### src/rtl/online_mul_residual_datapath.sv
// Radix-2 online (MSD-first) signed-digit multiplier datapath, N digits per
// operand and result, online delay DELTA.
//
// Holds the operand prefixes X/Y, forms the selector term
// H = xd*Ynew + yd*Xold, and updates the residual V = 2W + H.
// In output steps it estimates the residual from its top three bits and
// selects the result digit.
//
// Ports:
//   clk, rst      clock, synchronous active-high reset
//   start         begin an operation (honoured only in IDLE)
//   in_vd, in_rd  input digit handshake for x/y ({plus,minus} encoding)
//   p             result digit {plus,minus}, never 11
//   out_vd,out_rd output digit handshake
//   done          one-cycle pulse after the last digit is accepted
//   residual      current residual W (debug)
module online_mul_residual_datapath #(
   parameter int N     = 4,
   parameter int DELTA = 3,
   parameter int RW    = 9
) (
   input  logic          clk,
   input  logic          rst,
   input  logic          start,
   input  logic          in_vd,
   output logic          in_rd,
   input  logic [1:0]    x,
   input  logic [1:0]    y,
   output logic [1:0]    p,
   output logic          out_vd,
   input  logic          out_rd,
   output logic          done,
   output logic [RW-1:0] residual
);

   localparam int KW = $clog2(N + DELTA + 1);

   typedef enum logic [1:0] {IDLE, BUSY, LAST} state_t;
   state_t state, state_nx;

   logic [KW-1:0]        k;
   logic signed [RW-1:0] xp, yp, w;

   logic                 stall, in_phase, out_phase, step, last_step;
   logic [1:0]           xd, yd, pd;
   logic signed [RW-1:0] weight, x_new, y_new, h, v, w_next;
   logic signed [2:0]    est;

   // Signed-digit times value: +1 passes, -1 negates, 0 (00 or 11) clears.
   function automatic logic signed [RW-1:0] sel(input logic [1:0] d,
                                                input logic signed [RW-1:0] val);
      case (d)
         2'b10:   return val;
         2'b01:   return -val;
         default: return '0;
      endcase
   endfunction

   assign stall     = out_vd & ~out_rd;
   assign in_phase  = (k < KW'(N));
   assign out_phase = (k >= KW'(DELTA));
   assign last_step = (k == KW'(N + DELTA - 1));
   assign step      = (state == BUSY) & ~stall & (in_phase ? in_vd : 1'b1);

   // Past the operand length the pins are ignored and digits read as zero.
   assign xd = in_phase ? x : 2'b00;
   assign yd = in_phase ? y : 2'b00;

   always_comb begin
      weight = '0;
      if (in_phase)
         weight = RW'(1) <<< (KW'(N - 1) - k);
   end

   assign x_new = xp + sel(xd, weight);
   assign y_new = yp + sel(yd, weight);
   // Ynew includes the current y digit, Xold excludes the current x digit,
   // so the cross product x_{k+1}*y_{k+1} is counted exactly once.
   assign h     = sel(xd, y_new) + sel(yd, xp);
   assign v     = (w <<< 1) + h;
   assign est   = v[RW-1:RW-3];

   always_comb begin
      pd = 2'b00;
      if (est >= 3'sd1)
         pd = 2'b10;
      else if (est <= -3'sd2)
         pd = 2'b01;
   end

   always_comb begin
      w_next = v;
      if (out_phase) begin
         case (pd)
            2'b10:   w_next = v - (RW'(1) <<< (N + DELTA));
            2'b01:   w_next = v + (RW'(1) <<< (N + DELTA));
            default: w_next = v;
         endcase
      end
   end

   // State register
   always_ff @(posedge clk) begin
      if (rst)
         state <= IDLE;
      else
         state <= state_nx;
   end

   // Next-state logic
   always_comb begin
      state_nx = state;
      case (state)
         IDLE:    if (start)             state_nx = BUSY;
         BUSY:    if (step && last_step) state_nx = LAST;
         LAST:    if (out_vd && out_rd)  state_nx = IDLE;
         default:                        state_nx = IDLE;
      endcase
   end

   // Output logic
   always_comb begin
      in_rd = (state == BUSY) & in_phase & ~stall;
   end

   // Datapath registers
   always_ff @(posedge clk) begin
      if (rst) begin
         xp     <= '0;
         yp     <= '0;
         w      <= '0;
         k      <= '0;
         p      <= 2'b00;
         out_vd <= 1'b0;
         done   <= 1'b0;
      end else begin
         done <= (state == LAST) & out_vd & out_rd;
         if (state == IDLE && start) begin
            xp <= '0;
            yp <= '0;
            w  <= '0;
            k  <= '0;
         end else if (step) begin
            xp <= x_new;
            yp <= y_new;
            w  <= w_next;
            k  <= k + KW'(1);
         end
         // A fresh digit overrides the acceptance clear of the previous one.
         if (step && out_phase) begin
            p      <= pd;
            out_vd <= 1'b1;
         end else if (out_rd) begin
            out_vd <= 1'b0;
         end
      end
   end

   assign residual = w;

endmodule

### config.mk
export PLATFORM = sky130hd
export DESIGN_NAME = online_mul_residual_datapath
export DESIGN_NICKNAME = d
export VERILOG_FILES = /design/src/rtl/online_mul_residual_datapath.sv
export SDC_FILE = /design/constraint.sdc
export NUM_CORES = 1
export LEC_CHECK = 0
export CAP_MARGIN = 25
export CORE_UTILIZATION = 54
export DETAILED_ROUTE_END_ITERATION = 8
export PLACE_DENSITY = 0.81
export SLEW_MARGIN = 20
export SYNTH_ARGS = -nofsm -noshare
export SYNTH_HDL_FRONTEND = slang
export SYNTH_SLANG_ARGS = --single-unit
### constraint.sdc
create_clock -name clk -period 7.15 [get_ports clk]
set_clock_uncertainty 0.15 [all_clocks]
set_input_delay 2.145 -clock clk [delete_from_list [all_inputs] [get_ports clk]]
set_output_delay 2.145 -clock clk [all_outputs]
set_load 0.05 [all_outputs]
Word-level counts from Yosys, hierarchy flattened
Index checks and enable logic that the tools add are counted.
- register bits: 36
- output and inout port bits: 14
- add/sub/neg operators: 11
- magnitude comparators: 4
- eq/ne operators: 12
- shifts and indexed selects: 1
- multiplexer cells: 18
- bitwise gates (word level): 9
- reductions and logical operators: 8
- operators by type and width (cell ; number):
    case mux 9 bit (2 select lines) ; 5
    adder 9 bit ; 4
    negator 9 bit ; 3
    2-to-1 mux 9 bit ; 2
    2-to-1 mux 2 bit ; 6
    adder 9 bit (second input constant) ; 1
    <<< shifter 2 x 3 -> 9 bit (first input constant) ; 1
    subtractor 9 bit (second input constant) ; 1
    == test 2 x 1 -> 1 bit (second input constant) ; 4
    == test 2 bit (second input constant) ; 4
    AND 1 bit ; 7
    greater-or-equal comparator 3 x 2 -> 1 bit (second input constant) ; 2
    != test 2 bit (second input constant) ; 3
    case mux 2 bit (3 select lines) ; 1
    logical AND 1 bit ; 4
    2-to-1 mux 1 bit ; 4
    adder 3 x 1 -> 3 bit (second input constant) ; 1
    == test 3 bit (second input constant) ; 1
    less-or-equal comparator 3 x 2 -> 1 bit (second input constant) ; 1
    less-than comparator 3 bit (second input constant) ; 1
    AND reduction 3 bit ; 1
    subtractor 2 x 3 -> 3 bit (first input constant) ; 1
    logical NOT 2 bit ; 1
    NOT 1 bit ; 2
    other kinds (2) ; 2

Logic depth before layout (Yosys ltp)
- word-level depth: 16
- gate-level depth with buffers: 28

Worst setup path before layout
OpenSTA, ideal clock, no wires.
- path type: input port to flip-flop
- start point: in y[0]
- end point: reg p[1]
- setup time: 70 ps
- arrival: 7087 ps
- required time: 6930 ps
- setup slack: -157 ps
- cell stages on the path: 23
- path through: nor2b_1 ha_1 nand2b_1 clkbuf_1 a21oi_1 ha_1 fa_1 a21o_1 a21oi_1 xnor2_1 nor3b_1 nand2_1 nor2_1 a21oi_1 o22a_1 nor2_1 fa_1 ha_1 o41ai_1 xnor2_2 xnor2_1 or3_1 a21oi_1
- word-level cells in the longest chain between the ends: 10
- RTL lines (what ; RTL line ; RTL):
    from (decl) ; 28 ; input logic [1:0] y,
    2-to-1 mux 2 bit (*) ; 67 ; assign yd = in_phase ? y : 2'b00;
    == test 2 x 1 -> 1 bit / == test 2 bit (equally long branches) ; 52 ; case (d)
    case mux 9 bit (2 select lines) ; 52 ;
    adder 9 bit ; 76 ; assign y_new = yp + sel(yd, weight);
    negator 9 bit ; 54 ; 2'b01: return -val;
    case mux 9 bit (2 select lines) ; 52 ;
    adder 9 bit (*) ; 79 ; assign h = sel(xd, y_new) + sel(yd, xp);
    adder 9 bit (*) ; 80 ; assign v = (w <<< 1) + h;
    greater-or-equal comparator 3 x 2 -> 1 bit (*) ; 85 ; if (est >= 3'sd1)
    2-to-1 mux 2 bit (*) ; 85 ;
    to (signal assigned) ; 151 ; p <= pd;
    to (decl) ; 29 ; output logic [1:0] p,
Every way passes the cells marked *; elsewhere a longest branch is shown, timed or not.
A chain may end at the register's enable or synchronous reset.

Final worst setup path
- start point: in y[1]
- end point: reg p[1]
- word-level cells in the longest chain between the ends: 10
- RTL lines (what ; RTL line ; RTL):
    2-to-1 mux 2 bit (*) ; 67 ;
    == test 2 x 1 -> 1 bit / == test 2 bit (equally long branches) ; 52 ;
    case mux 9 bit (2 select lines) (*) ; 52 ;
    adder 9 bit (*) ; 76 ;
    net y_new[1] ; 46 ; logic signed [RW-1:0] weight, x_new, y_new, h, v, w_next;
    negator 9 bit ; 54 ;
    case mux 9 bit (2 select lines) (*) ; 52 ;
    adder 9 bit (*) ; 79 ;
    adder 9 bit (*) ; 80 ;
    greater-or-equal comparator 3 x 2 -> 1 bit (*) ; 85 ;
    2-to-1 mux 2 bit (*) ; 85 ;
Mark *: on every way through the listed nets, which the timed path passes. The rest lies on a longest branch.

==> report_table.html <==
<table>
<tr><th>Metric</th><th>Value</th></tr>
<tr><th colspan="2">Drt</th></tr>
<tr><td>Met3 wire len</td><td>414 microns</td></tr>
<tr><td>DRC marker count from the first detailed-route iteration</td><td>175</td></tr>
<tr><td>Remaining number of nets flagged by the antenna check after routing</td><td>0</td></tr>
<tr><td>Via count normalized by instance count</td><td>5.84</td></tr>
<tr><td>Detail-routed net length per standard cell</td><td>16.7 microns</td></tr>
<tr><td>DRC violations left</td><td>0</td></tr>
<tr><td>TritonRoute pass-1 iters</td><td>5</td></tr>
<tr><td>Highest layer used for signal routing</td><td>met4</td></tr>
<tr><td>Vias post-DR</td><td>3437</td></tr>
<tr><td>Post-Route WL</td><td>9.81 mm</td></tr>
<tr><td>Wl on met1</td><td>4.30 mm</td></tr>
<tr><td>Met2 WL post-DR</td><td>4.84 mm</td></tr>
<tr><th colspan="2">Floorplanning</th></tr>
<tr><td>Die width</td><td>80.9 microns</td></tr>
<tr><td>Starting Density</td><td>56.5%</td></tr>
<tr><td>Cell row count</td><td>28</td></tr>
<tr><td>Top Ports</td><td>23</td></tr>
<tr><td>Die outline area</td><td>6550 sq um</td></tr>
<tr><td>CORE AREA</td><td>5960 sq um</td></tr>
<tr><td>Die Y</td><td>80.9 microns</td></tr>
<tr><th colspan="2">STA</th></tr>
<tr><td>Least-Margin Pin Slew</td><td>0.613 ns</td></tr>
<tr><td>Worst hold slack after final layout</td><td>0.325 ns</td></tr>
<tr><td>Post-route worst setup slack</td><td>0.133 ns</td></tr>
<tr><td>Max Clock Freq</td><td>143 MHz</td></tr>
<tr><td>Normalized max-slew margin</td><td>58.7%</td></tr>
<tr><td>Minimum clock period after layout</td><td>7.02 ns</td></tr>
<tr><td>Aggregate negative setup slack</td><td>0 ns</td></tr>
<tr><td>Final setup violating endpoints</td><td>0</td></tr>
<tr><td>Hold Violations, Final</td><td>0</td></tr>
<tr><td>Portion of the clock cycle consumed by the worst path in the final layout</td><td>98.1%</td></tr>
<tr><td>Final-report max-slew violation count</td><td>0</td></tr>
<tr><th colspan="2">Final layout</th></tr>
<tr><td>Fin util</td><td>73.5%</td></tr>
<tr><td>Most common cell after layout, fill and taps aside</td><td>sky130_fd_sc_hd__nand2_1</td></tr>
<tr><td>Commonest non-fill, non-tap cells in the layout</td><td>sky130_fd_sc_hd__nand2_1 (62), sky130_fd_sc_hd__buf_4 (56), sky130_fd_sc_hd__nor2_1 (44)</td></tr>
<tr><td>Final instance area</td><td>4380 sq um</td></tr>
<tr><td>Final instance count without filler cells</td><td>589</td></tr>
<tr><td>N_diodes</td><td>0</td></tr>
<tr><td>Synthesis-to-finish area growth</td><td>30.1%</td></tr>
<tr><td>Layout cells sized above 1</td><td>22.4%</td></tr>
<tr><td>Final layout net count</td><td>570</td></tr>
<tr><th colspan="2">Synth</th></tr>
<tr><td>Synth warn</td><td>0</td></tr>
<tr><td>Combined area of all synthesized cells</td><td>3360 sq um</td></tr>
<tr><td>Count of state elements after synthesis</td><td>36</td></tr>
<tr><td>Post-Synthesis Cells</td><td>444</td></tr>
<tr><td>Number of flops mapped to enable cells by yosys</td><td>0</td></tr>
<tr><td>Top flip-flop cell by instance count after synthesis</td><td>sky130_fd_sc_hd__dfxtp_1</td></tr>
<tr><td>Mapped Nets</td><td>500</td></tr>
<tr><td>Unique cell type count in the Yosys netlist</td><td>56</td></tr>
<tr><td>Sequential fraction of the synthesis area</td><td>21.4%</td></tr>
<tr><td>Average cell area after synthesis</td><td>7.58 sq um</td></tr>
<tr><td>Share of flip-flops with an asynchronous set or reset after synthesis</td><td>0%</td></tr>
<tr><th colspan="2">Worst setup path</th></tr>
<tr><td>Data arrival at the endpoint of the critical path</td><td>7.10 ns</td></tr>
<tr><td>Max FO, Critical Path</td><td>4</td></tr>
<tr><td>Slowest stage cell, crit path</td><td>sky130_fd_sc_hd__fa_1</td></tr>
<tr><td>Required time reported for the critical path endpoint</td><td>7.23 ns</td></tr>
<tr><td>Cell with the most instances on the worst path</td><td>sky130_fd_sc_hd__buf_4</td></tr>
<tr><td>Setup Crit Path Kind</td><td>in2reg</td></tr>
<tr><td>Kind of capture point of the worst setup path</td><td>register</td></tr>
<tr><td>Critical path's largest stage delay</td><td>0.54 ns</td></tr>
<tr><td>Startpoint types</td><td>primary input</td></tr>
<tr><td>Worst-path cell chain</td><td>dlygate4sd2_1, nand2_2, ha_4, nor2b_4, buf_4, nand2_1, o21ai_1, buf_4, fa_1, inv_1, ha_1, buf_4, xnor2_1, o22ai_2, fa_1, ha_1, a21o_1, a21oi_1, o21ai_2, o41ai_4, xnor2_2, xnor2_2, or3_4, a21oi_2</td></tr>
<tr><th colspan="2">Pwr</th></tr>
<tr><td>Power density over cell area</td><td>129 nW/um^2</td></tr>
<tr><td>Sequential cell fraction of total power</td><td>36.8%</td></tr>
<tr><td>Combinational group share of total power</td><td>36.7%</td></tr>
<tr><td>Switching part of the total power</td><td>35.1%</td></tr>
<tr><td>Cell leakage power</td><td>1.92 nW</td></tr>
<tr><td>Final total power</td><td>0.566 mW</td></tr>
<tr><td>Cell internal pwr</td><td>0.367 mW</td></tr>
<tr><td>Worst supply voltage drop on vdd</td><td>0.0985 mV</td></tr>
<tr><td>Sw Pwr</td><td>0.199 mW</td></tr>
<tr><td>Portion of total power attributed to the clock network</td><td>26.5%</td></tr>
<tr><th colspan="2">Placed design</th></tr>
<tr><td>DP Worst Slack</td><td>-0.639 ns</td></tr>
<tr><td>Placed Cells</td><td>569</td></tr>
<tr><td>Placer's final routability congestion estimate</td><td>0.944</td></tr>
<tr><td>Port Buffer Count</td><td>22</td></tr>
<tr><td>Instance area at placement</td><td>3960 sq um</td></tr>
<tr><td>Detail Placement HPWL</td><td>6.71 mm</td></tr>
<tr><th colspan="2">Flow run</th></tr>
<tr><td>Max cap viols</td><td>0</td></tr>
<tr><th colspan="2">GRT</th></tr>
<tr><td>Largest net degree at the start of global routing</td><td>31</td></tr>
<tr><td>Overflow left after global routing</td><td>0</td></tr>
<tr><td>Initial antenna violation count</td><td>0</td></tr>
<tr><td>GRT Util Overall</td><td>30.0%</td></tr>
<tr><td>Number of global-route vias before repair</td><td>3314</td></tr>
<tr><td>Global-route wire length before repair</td><td>15.0 mm</td></tr>
<tr><th colspan="2">Clock network</th></tr>
<tr><td>Root buffer selected by CTS</td><td>sky130_fd_sc_hd__clkbuf_8</td></tr>
<tr><td>Clk slew on worst S/H paths</td><td>0.08 ns</td></tr>
<tr><td>Count of hold buffers inserted by post-cts repair</td><td>0</td></tr>
<tr><td>Clock sink total</td><td>36</td></tr>
<tr><td>Worst-Skew Late Latency</td><td>0.30 ns</td></tr>
<tr><td>H-tree lvl count</td><td>2</td></tr>
<tr><td>TritonCTS clock tree</td><td>yes</td></tr>
<tr><td>Number of CTS-inserted buffers</td><td>5</td></tr>
<tr><td>Maximum count of clock buffers along a single path</td><td>2</td></tr>
<tr><th colspan="2">Hold path</th></tr>
<tr><td>Worst hold path type</td><td>reg2reg</td></tr>
<tr><th colspan="2">Outcome</th></tr>
<tr><td>Outcome</td><td>completed</td></tr>
</table>
==> layout make-up <==
cell class	instances	area, sq um
tap	75	93.8
clock buffer	5	68.8
fill	474	1580
clock inverter	2	12.5
timing repair buffer	79	649
multi-input combinational	359	2710
inverter	33	124
sequential	36	721
==> critical path, delay by kind of cell <==
family | cells | cell delay [ns]
AO/OA/AOI/OAI | 7 | 1.30
AND/OR/NAND/NOR | 4 | 0.56
buffers and inverters | 5 | 0.71
adder cells (fa/ha/maj) | 5 | 1.86
XOR/XNOR | 3 | 0.52
==> sequential cells by signal, indices dropped and copies added (netlist names) <==
name and cells:
residual 9, xp 9, yp 9, k 3, p 2, state 2
done 1, out_vd 1
==> power by group through the flow <==
stage | logic (mW) | clock network, mW | registers [mW]
global placement | 0.167 | 0 | 0.212
CTS | 0.189 | 0.150 | 0.208
detailed placement | 0.170 | 0 | 0.213
finish | 0.208 | 0.150 | 0.208
global route | 0.223 | 0.156 | 0.209
floorplan | 0.107 | 0 | 0.215
==> synth_stat cells (all sizes together) (2+ instances only) <==
library cell / instances / area share [%]
dfxtp: 36 / 21
o31ai: 5 / 1.1
xor2: 5 / 1.5
a31oi: 4 / 0.74
o211ai: 2 / 0.45
nand2b: 7 / 1.3
o21bai: 2 / 0.45
a22oi: 6 / 1.5
inv: 33 / 3.7
o21a: 3 / 0.67
or4: 2 / 0.48
nor4: 2 / 0.37
nor2b: 11 / 2.0
nor3: 15 / 2.4
nor4b: 2 / 1.2
xnor2: 20 / 5.4
a21o: 9 / 2.0
nand2: 64 / 7.1
ha: 37 / 14
clkbuf: 16 / 1.8
a221oi: 2 / 0.71
a21oi: 46 / 6.8
and3: 3 / 0.56
fa: 10 / 6.0
o22ai: 6 / 1.1
o21ai: 21 / 3.1
nor2: 48 / 5.4
a211oi: 5 / 1.1
or2: 2 / 0.37
a21boi: 2 / 0.45
==> cell families (layout without fill, tap and decap cells) <==
group           Yosys count  count (layout)  share of synthesized area (%)
flops                    36              36                           21.4
simple gates            163             163                           22.7
buf+inv                  49             119                           5.47
mux                       2               2                          0.632
xor+xnor                 26              26                           7.66
compound gates          121             121                           22.4
fa+ha+maj                47              47                           19.7
==> layer usage <==
| metal | up-vias | track usage [%] |
|---|---|---|
| met3 | 23 | 3.82 |
| met4 | 0 | 11.8 |
| met1 | 1640 | 36.5 |
| met2 | 94 | 53.2 |
| met5 | - | 0 |
| li1 | 1680 | - |
==> final timing paths <==
check / start / end / slack, ns / cells past startpoint
worst max register to register: k[2]$_SDFFE_PP0P_ / p[1]$_SDFFE_PP0P_ / 1.23 / 29
worst min register to register: yp[0]$_SDFFE_PP0P_ / yp[0]$_SDFFE_PP0P_ / 0.32 / 2
worst min-delay path: yp[0]$_SDFFE_PP0P_ / yp[0]$_SDFFE_PP0P_ / 0.32 / 2
worst max-delay path: y[1] / p[1]$_SDFFE_PP0P_ / 0.13 / 24
==> what timing repair did <==
item | in CTS | in global routing
setup endpoints to repair | 5 | 4
pin swaps | 24 | 20
cloned | 0 | 0
gates resized for setup | 30 | 21
setup buffers | 9 | 3
Note: power is estimated with default switching activity, not from simulation.
